### src/rtl/rx_sched_pkg.sv
// Shared TLP field positions, routing constants and FSM encoding for the RX packet scheduler.
package rx_sched_pkg;

    localparam int BAR_W    = 8;
    // Sideband bit positions, counted down from the MSB of the FIFO word.
    localparam int SOP_OFS  = 1;
    localparam int EOP_OFS  = 2;
    localparam int BAR_OFS  = 10;

    localparam int FMT_LSB  = 29;
    localparam int FMT_W    = 3;
    localparam int TYPE_LSB = 24;
    localparam int TYPE_W   = 5;

    localparam logic [4:0] TYPE_MEM = 5'b00000;
    localparam logic [4:0] TYPE_CPL = 5'b01010;

    typedef enum logic [1:0] {ST_IDLE, ST_PASS, ST_DROP} state_t;
    typedef enum logic [1:0] {DEST_CW, DEST_CR, DEST_RC, DEST_NONE} dest_t;

    function automatic dest_t classify(input logic [FMT_W-1:0] fmt, input logic [TYPE_W-1:0] typ);
        if (typ == TYPE_CPL) return DEST_RC;
        if (typ == TYPE_MEM && fmt[2:1] == 2'b00) return DEST_CR;
        if (typ == TYPE_MEM && fmt[2:1] == 2'b01) return DEST_CW;
        return DEST_NONE;
    endfunction

endpackage

### src/rtl/rx_np_credit.sv
// Non-posted credit counter: one credit per outstanding host read, saturating at NP_CREDITS.
module rx_np_credit #(
    parameter int NP_CREDITS = 4
) (
    input  logic axi_clk,
    input  logic axi_rst,
    input  logic credit_take,
    input  logic credit_ret,
    output logic credit_avail,
    output logic credit_err
);

    localparam int CW = $clog2(NP_CREDITS + 1);
    localparam logic [CW-1:0] FULL = CW'(NP_CREDITS);
    localparam logic [CW-1:0] ONE  = CW'(1);

    logic [CW-1:0] cnt_q, cnt_d;
    logic          err_q, err_d;

    always_comb begin
        cnt_d = cnt_q;
        err_d = err_q;
        if (credit_take && !credit_ret) begin
            cnt_d = cnt_q - ONE;
        end else if (credit_ret && !credit_take) begin
            if (cnt_q == FULL) err_d = 1'b1;
            else               cnt_d = cnt_q + ONE;
        end
    end

    always_ff @(posedge axi_clk or negedge axi_rst) begin
        if (!axi_rst) begin
            cnt_q <= FULL;
            err_q <= 1'b0;
        end else begin
            cnt_q <= cnt_d;
            err_q <= err_d;
        end
    end

    assign credit_avail = (cnt_q != '0);
    assign credit_err   = err_q;

endmodule

### src/rtl/rx_pkt_scheduler.sv
// RX packet scheduler: steers TLPs from a show-ahead FIFO to the cw / cr / rc streams,
// dropping unroutable or headless packets.
//
// state | meaning
// IDLE  | wait for a complete packet at the head and an empty output register
// PASS  | forward beats of the current packet to dest_q
// DROP  | discard beats up to and including the next eop
module rx_pkt_scheduler
    import rx_sched_pkg::*;
#(
    parameter int DATA_WIDTH = 128,
    parameter int BE_WIDTH   = DATA_WIDTH / 8,
    parameter int USER_WIDTH = 22,
    parameter int NP_CREDITS = 4,
    parameter int FIFO_W     = DATA_WIDTH + BE_WIDTH + 10
) (
    input  logic                  axi_clk,
    input  logic                  axi_rst,
    input  logic [FIFO_W-1:0]     fifo_q,
    input  logic                  fifo_empty,
    output logic                  fifo_rdreq,
    input  logic                  pkt_rdy,
    output logic                  pkt_pop,
    output logic [DATA_WIDTH-1:0] m_tdata,
    output logic [BE_WIDTH-1:0]   m_tstrb,
    output logic                  m_tlast,
    output logic [USER_WIDTH-1:0] m_tuser,
    output logic                  cw_tvalid,
    output logic                  cr_tvalid,
    output logic                  rc_tvalid,
    input  logic                  cw_tready,
    input  logic                  cr_tready,
    input  logic                  rc_tready,
    input  logic                  cr_credit_ret,
    output logic [15:0]           drop_cnt,
    output logic                  credit_err
);

    logic                  head_sop, head_eop;
    logic [BAR_W-1:0]      head_bar;
    logic [BE_WIDTH-1:0]   head_be;
    logic [DATA_WIDTH-1:0] head_data;
    dest_t                 head_dest;

    assign head_sop  = fifo_q[FIFO_W-SOP_OFS];
    assign head_eop  = fifo_q[FIFO_W-EOP_OFS];
    assign head_bar  = fifo_q[FIFO_W-BAR_OFS +: BAR_W];
    assign head_be   = fifo_q[DATA_WIDTH +: BE_WIDTH];
    assign head_data = fifo_q[DATA_WIDTH-1:0];
    assign head_dest = classify(head_data[FMT_LSB +: FMT_W], head_data[TYPE_LSB +: TYPE_W]);

    state_t                state_q, state_d;
    dest_t                 dest_q, dest_d;
    logic                  out_valid_q, out_valid_d;
    logic [DATA_WIDTH-1:0] out_data_q, out_data_d;
    logic [BE_WIDTH-1:0]   out_strb_q, out_strb_d;
    logic                  out_last_q, out_last_d;
    logic [BAR_W-1:0]      out_bar_q, out_bar_d;
    logic [15:0]           drop_cnt_q, drop_cnt_d;
    logic                  sel_ready, credit_take, credit_avail;

    always_comb begin
        sel_ready = 1'b0;
        case (dest_q)
            DEST_CW: sel_ready = cw_tready;
            DEST_CR: sel_ready = cr_tready;
            DEST_RC: sel_ready = rc_tready;
            default: sel_ready = 1'b0;
        endcase
    end

    always_comb begin
        state_d     = state_q;
        dest_d      = dest_q;
        out_valid_d = out_valid_q;
        out_data_d  = out_data_q;
        out_strb_d  = out_strb_q;
        out_last_d  = out_last_q;
        out_bar_d   = out_bar_q;
        drop_cnt_d  = drop_cnt_q;
        fifo_rdreq  = 1'b0;
        credit_take = 1'b0;

        if (out_valid_q && sel_ready) out_valid_d = 1'b0;

        case (state_q)
            ST_IDLE: begin
                // Waiting on out_valid_q keeps the previous packet's last beat from being overtaken.
                if (pkt_rdy && !fifo_empty && !out_valid_q) begin
                    if (!head_sop || head_dest == DEST_NONE) begin
                        state_d = ST_DROP;
                    end else if (head_dest != DEST_CR || credit_avail) begin
                        state_d     = ST_PASS;
                        dest_d      = head_dest;
                        credit_take = (head_dest == DEST_CR);
                    end
                end
            end
            ST_PASS: begin
                fifo_rdreq = !fifo_empty && (!out_valid_q || sel_ready);
                if (fifo_rdreq) begin
                    out_valid_d = 1'b1;
                    out_data_d  = head_data;
                    out_strb_d  = head_be;
                    out_last_d  = head_eop;
                    out_bar_d   = head_bar;
                    if (head_eop) state_d = ST_IDLE;
                end
            end
            ST_DROP: begin
                fifo_rdreq = !fifo_empty;
                if (fifo_rdreq && head_eop) begin
                    state_d = ST_IDLE;
                    if (drop_cnt_q != 16'hFFFF) drop_cnt_d = drop_cnt_q + 16'd1;
                end
            end
            default: state_d = ST_IDLE;
        endcase
    end

    always_ff @(posedge axi_clk or negedge axi_rst) begin
        if (!axi_rst) begin
            state_q     <= ST_IDLE;
            dest_q      <= DEST_CW;
            out_valid_q <= 1'b0;
            out_data_q  <= '0;
            out_strb_q  <= '0;
            out_last_q  <= 1'b0;
            out_bar_q   <= '0;
            drop_cnt_q  <= '0;
        end else begin
            state_q     <= state_d;
            dest_q      <= dest_d;
            out_valid_q <= out_valid_d;
            out_data_q  <= out_data_d;
            out_strb_q  <= out_strb_d;
            out_last_q  <= out_last_d;
            out_bar_q   <= out_bar_d;
            drop_cnt_q  <= drop_cnt_d;
        end
    end

    rx_np_credit #(.NP_CREDITS(NP_CREDITS)) u_np_credit (
        .axi_clk      (axi_clk),
        .axi_rst      (axi_rst),
        .credit_take  (credit_take),
        .credit_ret   (cr_credit_ret),
        .credit_avail (credit_avail),
        .credit_err   (credit_err)
    );

    assign pkt_pop   = fifo_rdreq && head_eop;
    assign m_tdata   = out_data_q;
    assign m_tstrb   = out_strb_q;
    assign m_tlast   = out_last_q;
    assign m_tuser   = {{(USER_WIDTH-BAR_W){1'b0}}, out_bar_q};
    assign cw_tvalid = out_valid_q && (dest_q == DEST_CW);
    assign cr_tvalid = out_valid_q && (dest_q == DEST_CR);
    assign rc_tvalid = out_valid_q && (dest_q == DEST_RC);
    assign drop_cnt  = drop_cnt_q;

endmodule

### config.mk
export PLATFORM = sky130hd
export DESIGN_NAME = rx_pkt_scheduler
export DESIGN_NICKNAME = d
export VERILOG_FILES = /design/src/rtl/rx_sched_pkg.sv /design/src/rtl/rx_np_credit.sv /design/src/rtl/rx_pkt_scheduler.sv
export SDC_FILE = /design/constraint.sdc
export NUM_CORES = 1
export LEC_CHECK = 0
export ABC_AREA = 1
export BUFFER_PORTS_ARGS = -buffer_cell sky130_fd_sc_hd__clkbuf_2
export CORE_MARGIN = 1
export CORE_UTILIZATION = 40
export CTS_BUF_LIST = sky130_fd_sc_hd__clkbuf_8 sky130_fd_sc_hd__clkbuf_16
export DETAILED_ROUTE_END_ITERATION = 8
export GPL_ROUTABILITY_DRIVEN = 0
export GPL_TIMING_DRIVEN = 0
export PLACE_DENSITY = 0.79
export SLEW_MARGIN = 20
export SYNTH_ARGS = -nofsm -noshare
export SYNTH_HDL_FRONTEND = slang
export SYNTH_SLANG_ARGS = --single-unit
### constraint.sdc
create_clock -name axi_clk -period 7 [get_ports axi_clk]
set_input_delay 0.35 -clock axi_clk [delete_from_list [all_inputs] [get_ports axi_clk]]
set_output_delay 0.35 -clock axi_clk [all_outputs]
set_load 0.03 [all_outputs]
# Word-level counts from Yosys, hierarchy flattened

Index checks and enable logic that the tools add are counted.

Register bits after elaboration: 178
Input port bits: 162
Output and inout port bits: 189
Word-level logic and storage cells: 96

Add/sub/neg operators: 3
Equality and inequality tests: 17
Multiplexer cells: 31
Bitwise operators: 2
Reductions and logical operators: 33

Operator list:

| kind                                                 | number |
|---|---|
| two-way mux 2 bit                                    | 12 |
| adder 16 x 1 -> 16 bit (second input constant)       | 1 |
| != test 16 bit (second input constant)               | 1 |
| logical AND 1 bit                                    | 13 |
| two-way mux 1 bit                                    | 13 |
| two-way mux 3 bit                                    | 3 |
| equality test 2 x 1 -> 1 bit (second input constant) | 4 |
| != test 2 bit (second input constant)                | 4 |
| equality test 2 bit (second input constant)          | 3 |
| zero test 2 bit                                      | 3 |
| one-hot mux 2 bit (3 select lines)                   | 1 |
| AND reduction 3 bit                                  | 2 |
| equality test 5 x 4 -> 1 bit (second input constant) | 1 |
| zero test 1 bit                                      | 5 |
| zero test 5 bit                                      | 1 |
| AND reduction 5 bit                                  | 1 |
| != test 2 x 1 -> 1 bit (second input constant)       | 2 |
| AND reduction 2 bit                                  | 2 |
| AND reduction 4 bit                                  | 1 |
| adder 3 x 1 -> 3 bit (second input constant)         | 1 |
| equality test 3 bit (second input constant)          | 1 |
| logical OR 1 bit                                     | 3 |
| != test 3 bit (second input constant)                | 1 |
| one-hot mux 1 bit (3 select lines)                   | 1 |
| other kinds (5)                                      | 6 |

# Logic depth before layout (Yosys ltp)

Word-level depth: 19
Gate-level depth with buffers: 14
Mapped depth without buffers: 14

# By module

From an unflattened synthesis, not the netlist that was laid out.

Cell total of the unflattened synthesis: 893
Area total of the unflattened synthesis: 7830.0 µm²

Modules (own cells, without submodules):

| module           | instances | cells an instance | area each (µm²) |
|---|---|---|---|
| rx_pkt_scheduler | 1         | 858               | 7558.5 |
| rx_np_credit     | 1         | 35                | 271.5 |

# Worst setup path before layout

OpenSTA, ideal clock, no wires.

Kind: register to register
Start: register state_q[0]
End: register u_np_credit.cnt_q[2]
Arrival time: 2.150 ns
Slack: 4.775 ns
Stages on the path, launching flop included: 13
Path buffers: 0
Clock period less this slack: 2.225 ns
Path through: dfrtp_1 -> inv_1 -> ha_1 -> nand3_1 -> nor2_1 -> nand3_1 -> inv_1 -> ha_1 -> inv_1 -> fa_1 -> or2_2 -> nand3_1 -> xor2_1

Word-level cells in the longest chain between the ends: 6
Elaborated cells between the ends (all ways): 9

Ends and longest elaborated chain:

| element                              | line                    | text |
|---|---|---|
| from (decl)                          | rx_pkt_scheduler.sv:52  | `state_t state_q, state_d;` |
| from (signal assigned)               | rx_pkt_scheduler.sv:132 | `state_q <= state_d;` |
| zero test 2 bit (*)                  | rx_pkt_scheduler.sv:86  | `case (state_q)` |
| two-way mux 1 bit (*)                | rx_pkt_scheduler.sv:86  |  |
| zero test 1 bit                      | rx_np_credit.sv:25      | `end else if (credit_ret && !credit_take) begin` |
| logical AND 1 bit                    | rx_np_credit.sv:25      |  |
| nonzero test 2 bit (no source line)  | -                       |  |
| AND reduction 2 bit (no source line) | -                       |  |
| to (signal assigned)                 | rx_np_credit.sv:36      | `cnt_q <= cnt_d;` |
| to (decl)                            | rx_np_credit.sv:17      | `logic [CW-1:0] cnt_q, cnt_d;` |

Every way passes the cells marked *; elsewhere a longest branch is shown, timed or not.
A chain may end at the register's enable or synchronous reset.

# Final worst setup path

Start: register dest_q[0]
End: output port pkt_pop

Word-level cells in the longest chain between the ends: 6
Elaborated cells between the ends (all ways): 8

Ends and longest elaborated chain:

| element                                     | line                    | text |
|---|---|---|
| from (decl)                                 | rx_pkt_scheduler.sv:53  | `dest_t dest_q, dest_d;` |
| from (signal assigned)                      | rx_pkt_scheduler.sv:133 | `dest_q <= dest_d;` |
| equality test 2 bit (tied with other cells) | rx_pkt_scheduler.sv:64  | `case (dest_q)` |
| one-hot mux 1 bit (3 select lines) (*)      | rx_pkt_scheduler.sv:64  |  |
| logical OR 1 bit (*)                        | rx_pkt_scheduler.sv:100 | `fifo_rdreq = !fifo_empty && (!out_valid_q \|\| sel_ready);` |
| logical AND 1 bit (*)                       | rx_pkt_scheduler.sv:100 |  |
| one-hot mux 1 bit (2 select lines) (*)      | rx_pkt_scheduler.sv:86  |  |
| logical AND 1 bit (*)                       | rx_pkt_scheduler.sv:152 | `assign pkt_pop = fifo_rdreq && head_eop;` |
| to (decl)                                   | rx_pkt_scheduler.sv:23  | `output logic pkt_pop,` |

Marked as above.

==> results.sh <==
export IMPL_die_width_um=141
export IMPL_clk_pin_slew_ns=0.08
export IMPL_dp_hpwl_um=15500
export IMPL_hold_ws_ns=0.142
export IMPL_yosys_register_bits=178
export IMPL_area_growth_syn_to_layout_pct=34.3
export IMPL_hold_class="in -> reg"
export IMPL_ir_drop_mv=0.208
export IMPL_crit_chain="inv_1 > nand3_1 > nand4_1 > nand3_1 > buf_4 > buf_4 > o21ai_0 > inv_1 > nor3_1 > clkbuf_2"
export IMPL_synth_cells=879
export IMPL_yosysUniqueCellTypes=29
export IMPL_layout_setup_ws_ns=4.41
export IMPL_dp_slack_ns=4.46
export IMPL_drive_above_1_share_pct=33.8
export IMPL_rsz0062_at_grt="no"
export IMPL_crit_path_end_kind="primary output"
export IMPL_cap_violations=0
export IMPL_drt_initial_drc_count=201
export IMPL_p_total_w=0.00427
export IMPL_setup_violations=0
export IMPL_n_antenna_cell=0
export IMPL_ios=351
export IMPL_hold_viol=0
export IMPL_worst_slew_pin_slew_ns=0.738
export IMPL_finalCriticalPeriod_ns=2.59
export IMPL_status="completed"
export IMPL_root_buffer="clkbuf_16"
export IMPL_cpPeakStageDelay_ns=0.42
export IMPL_clkSinkCount=178
export IMPL_critPathMaxFanout=10
export IMPL_fillCellCount=1726
export IMPL_grt_max_degree=92
export IMPL_cellPowerDensity_mw_per_mm2=414
export IMPL_path_buf_inv=5
export IMPL_async_flop_share_pct=100
export IMPL_antenna_found_initial=0
export IMPL_die_area_mm2=0.0198
export IMPL_synth_enable_flop_cells=0
export IMPL_clk_path_buf_depth=2
export IMPL_fin_setup_tns_ns=0
export IMPL_cts_tree="done"
export IMPL_cts_buffers=17
export IMPL_grt_pass1_vias=6708
export IMPL_post_cts_buffers=0
export IMPL_cp_arrival_ns=2.24
export IMPL_grt_pass1_wl_um=32700
export IMPL_ys_flop_type="dfrtp_1"
export IMPL_yosysSeqAreaShare_pct=58.0
export IMPL_slew_headroom_pct=50.8
export IMPL_detail_route_antenna_nets=0
export IMPL_slowest_stage="dfrtp_1"
export IMPL_place_inst=1463
export IMPL_drt_total_wl_um=20500
export IMPL_slew_violations=0
export IMPL_fmax_ghz=0.387
export IMPL_port_buffer_count=336
export IMPL_power_leakage_nw=6.07
export IMPL_finalCritPeriodShare_pct=36.9
export IMPL_initial_core_util_pct=40.9
export IMPL_htree_levels=4
export IMPL_mappedNetlistArea_mm2=0.00768
export IMPL_stdcell_count=1496
export IMPL_drc_errors=0
export IMPL_path_delay_family="buffers and inverters"
export IMPL_nets=1418
export IMPL_wl_per_cell_um=13.7
export IMPL_track_usage_pct=21.1
export IMPL_required_ns=6.65
export IMPL_fin_skew_ns=0.0116
export IMPL_critical_path_class="reg -> out"
export IMPL_ys_warn_count=0
export IMPL_insertion_delay_ns=0.43
export IMPL_overflow=0
export IMPL_routed_via_density=4.54
export IMPL_num_vias=6793
export IMPL_rows=50
export IMPL_avgSynthCellArea_um2=8.73
export IMPL_die_h_um=141
export IMPL_dr_pass1_iters=4
export IMPL_design_core_area_mm2=0.0188
export IMPL_startpoint_type="flip-flop"
-- logic make-up after synthesis --
group                    synth area share [%]
AND/OR/NAND/NOR                          14.7
flip-flops                               58.0
buffers and inverters                    13.3
other                                  0.0488
adder cells (fa/ha/maj)                  1.24
AO/OA/AOI/OAI                            11.2
XOR/XNOR                                 1.48
-- cell usage in the layout (no fill, tap or decap), drive strengths merged, types with 10 or more instances in the layout --
| cell | netlist | layout |
|---|---|---|
| dfrtp | 177 | 177 |
| o21ai | 164 | 164 |
| inv | 185 | 194 |
| nand2 | 214 | 214 |
| nor2 | 25 | 25 |
| conb | 1 | 14 |
| nand3 | 23 | 23 |
| nor3 | 10 | 10 |
| xor2 | 11 | 11 |
| clkbuf | 8 | 361 |
| buf | 42 | 43 |
-- repair_timing --
item                                   4_1_cts  5_1_grt
endpoints found under the hold margin        2        0
hold buffers                                 1        0
resized for setup                            0        0
-- sequential cells by signal, summed over array words and instances (netlist names) --
register                cells
state_q                     2
m_tstrb                    16
u_np_credit.cnt_q           3
dest_q                      2
m_tlast                     1
u_np_credit.credit_err      1
out_valid_q                 1
m_tdata                   128
out_bar_q                   8
drop_cnt                   16
-- report_power, final --
part / internal [W] / total, W / switching [W]
Sequential: 0.00141 / 0.00164 / 0.000233
Combinational: 0.000479 / 0.00170 / 0.00122
Clock: 0.000473 / 0.000929 / 0.000456
-- worst reg2reg max path: stages (launching register included) --
cell,delay [ns]
dfrtp_1,0.41
inv_1,0.10
ha_1,0.21
nand3_1,0.14
nor2_1,0.18
nand3_1,0.12
inv_1,0.07
ha_1,0.15
inv_1,0.07
fa_1,0.37
or2_2,0.30
nand3_1,0.10
xor2_1,0.15
-- metal layers --
layer  routed length [um]  GRT usage, %
met1                 8740          25.7
met2                 9990          36.3
met3                 1440          6.19
met4                  342          6.52
met5                    0             0
-- stage by stage --
step | area, um2 | utilization, %
3_5_place_dp | 9740 | 51.9
5_1_grt | 10300 | 54.9
6_report | 10300 | 54.9
3_3_place_gp | 9700 | 51.7
4_1_cts | 10300 | 54.9
2_1_floorplan | 7730 | -
-- Yosys cell counts, types with 2 or more instances --
library cell | number | area share (%)
ha_1 | 6 | 0.98
nand2_1 | 209 | 10
a21oi_1 | 3 | 0.20
nor3_1 | 10 | 0.65
dfrtp_1 | 177 | 58
nand4_1 | 2 | 0.16
buf_2 | 13 | 0.85
clkbuf_1 | 8 | 0.39
o21ai_0 | 161 | 10
buf_4 | 26 | 2.5
xnor2_1 | 2 | 0.23
o21ai_2 | 3 | 0.34
buf_6 | 3 | 0.44
nand3_1 | 22 | 1.4
inv_1 | 184 | 9.0
xor2_1 | 11 | 1.3
nor2_1 | 23 | 1.1
nand2_2 | 4 | 0.33
nor2_4 | 2 | 0.29
-- final cells by class --
| cell class | count | area, um2 | area share (%) |
|---|---|---|---|
| multi-input combinational | 479 | 2250 | 21.8 |
| buffer | 50 | 324 | 3.14 |
| timing repair buffer | 338 | 1730 | 16.8 |
| tap | 234 | 293 | 2.84 |
| sequential | 178 | 4460 | 43.2 |
| clock inverter | 15 | 140 | 1.36 |
| inverter | 185 | 697 | 6.76 |
| clock buffer | 17 | 425 | 4.13 |
-- worst paths after layout --
kind / slack, ns / cells past startpoint / to / from
min: 0.14 / 3 / m_tdata[73]$_DFFE_PN0P_ / fifo_q[73]
min in group asynchronous: 0.52 / 2 / out_bar_q[4]$_DFFE_PN0P_ / axi_rst
max in group asynchronous: 5.57 / 3 / m_tdata[41]$_DFFE_PN0P_ / axi_rst
max reg2reg: 4.57 / 12 / u_np_credit.cnt_q[2]$_DFFE_PN1P_ / state_q[1]$_DFFE_PN0P_
max: 4.41 / 10 / pkt_pop / dest_q[0]$_DFFE_PN0P_
min reg2reg: 0.49 / 2 / m_tstrb[8]$_DFFE_PN0P_ / m_tstrb[8]$_DFFE_PN0P_
No activity file was read; power rests on OpenSTA's default activity.
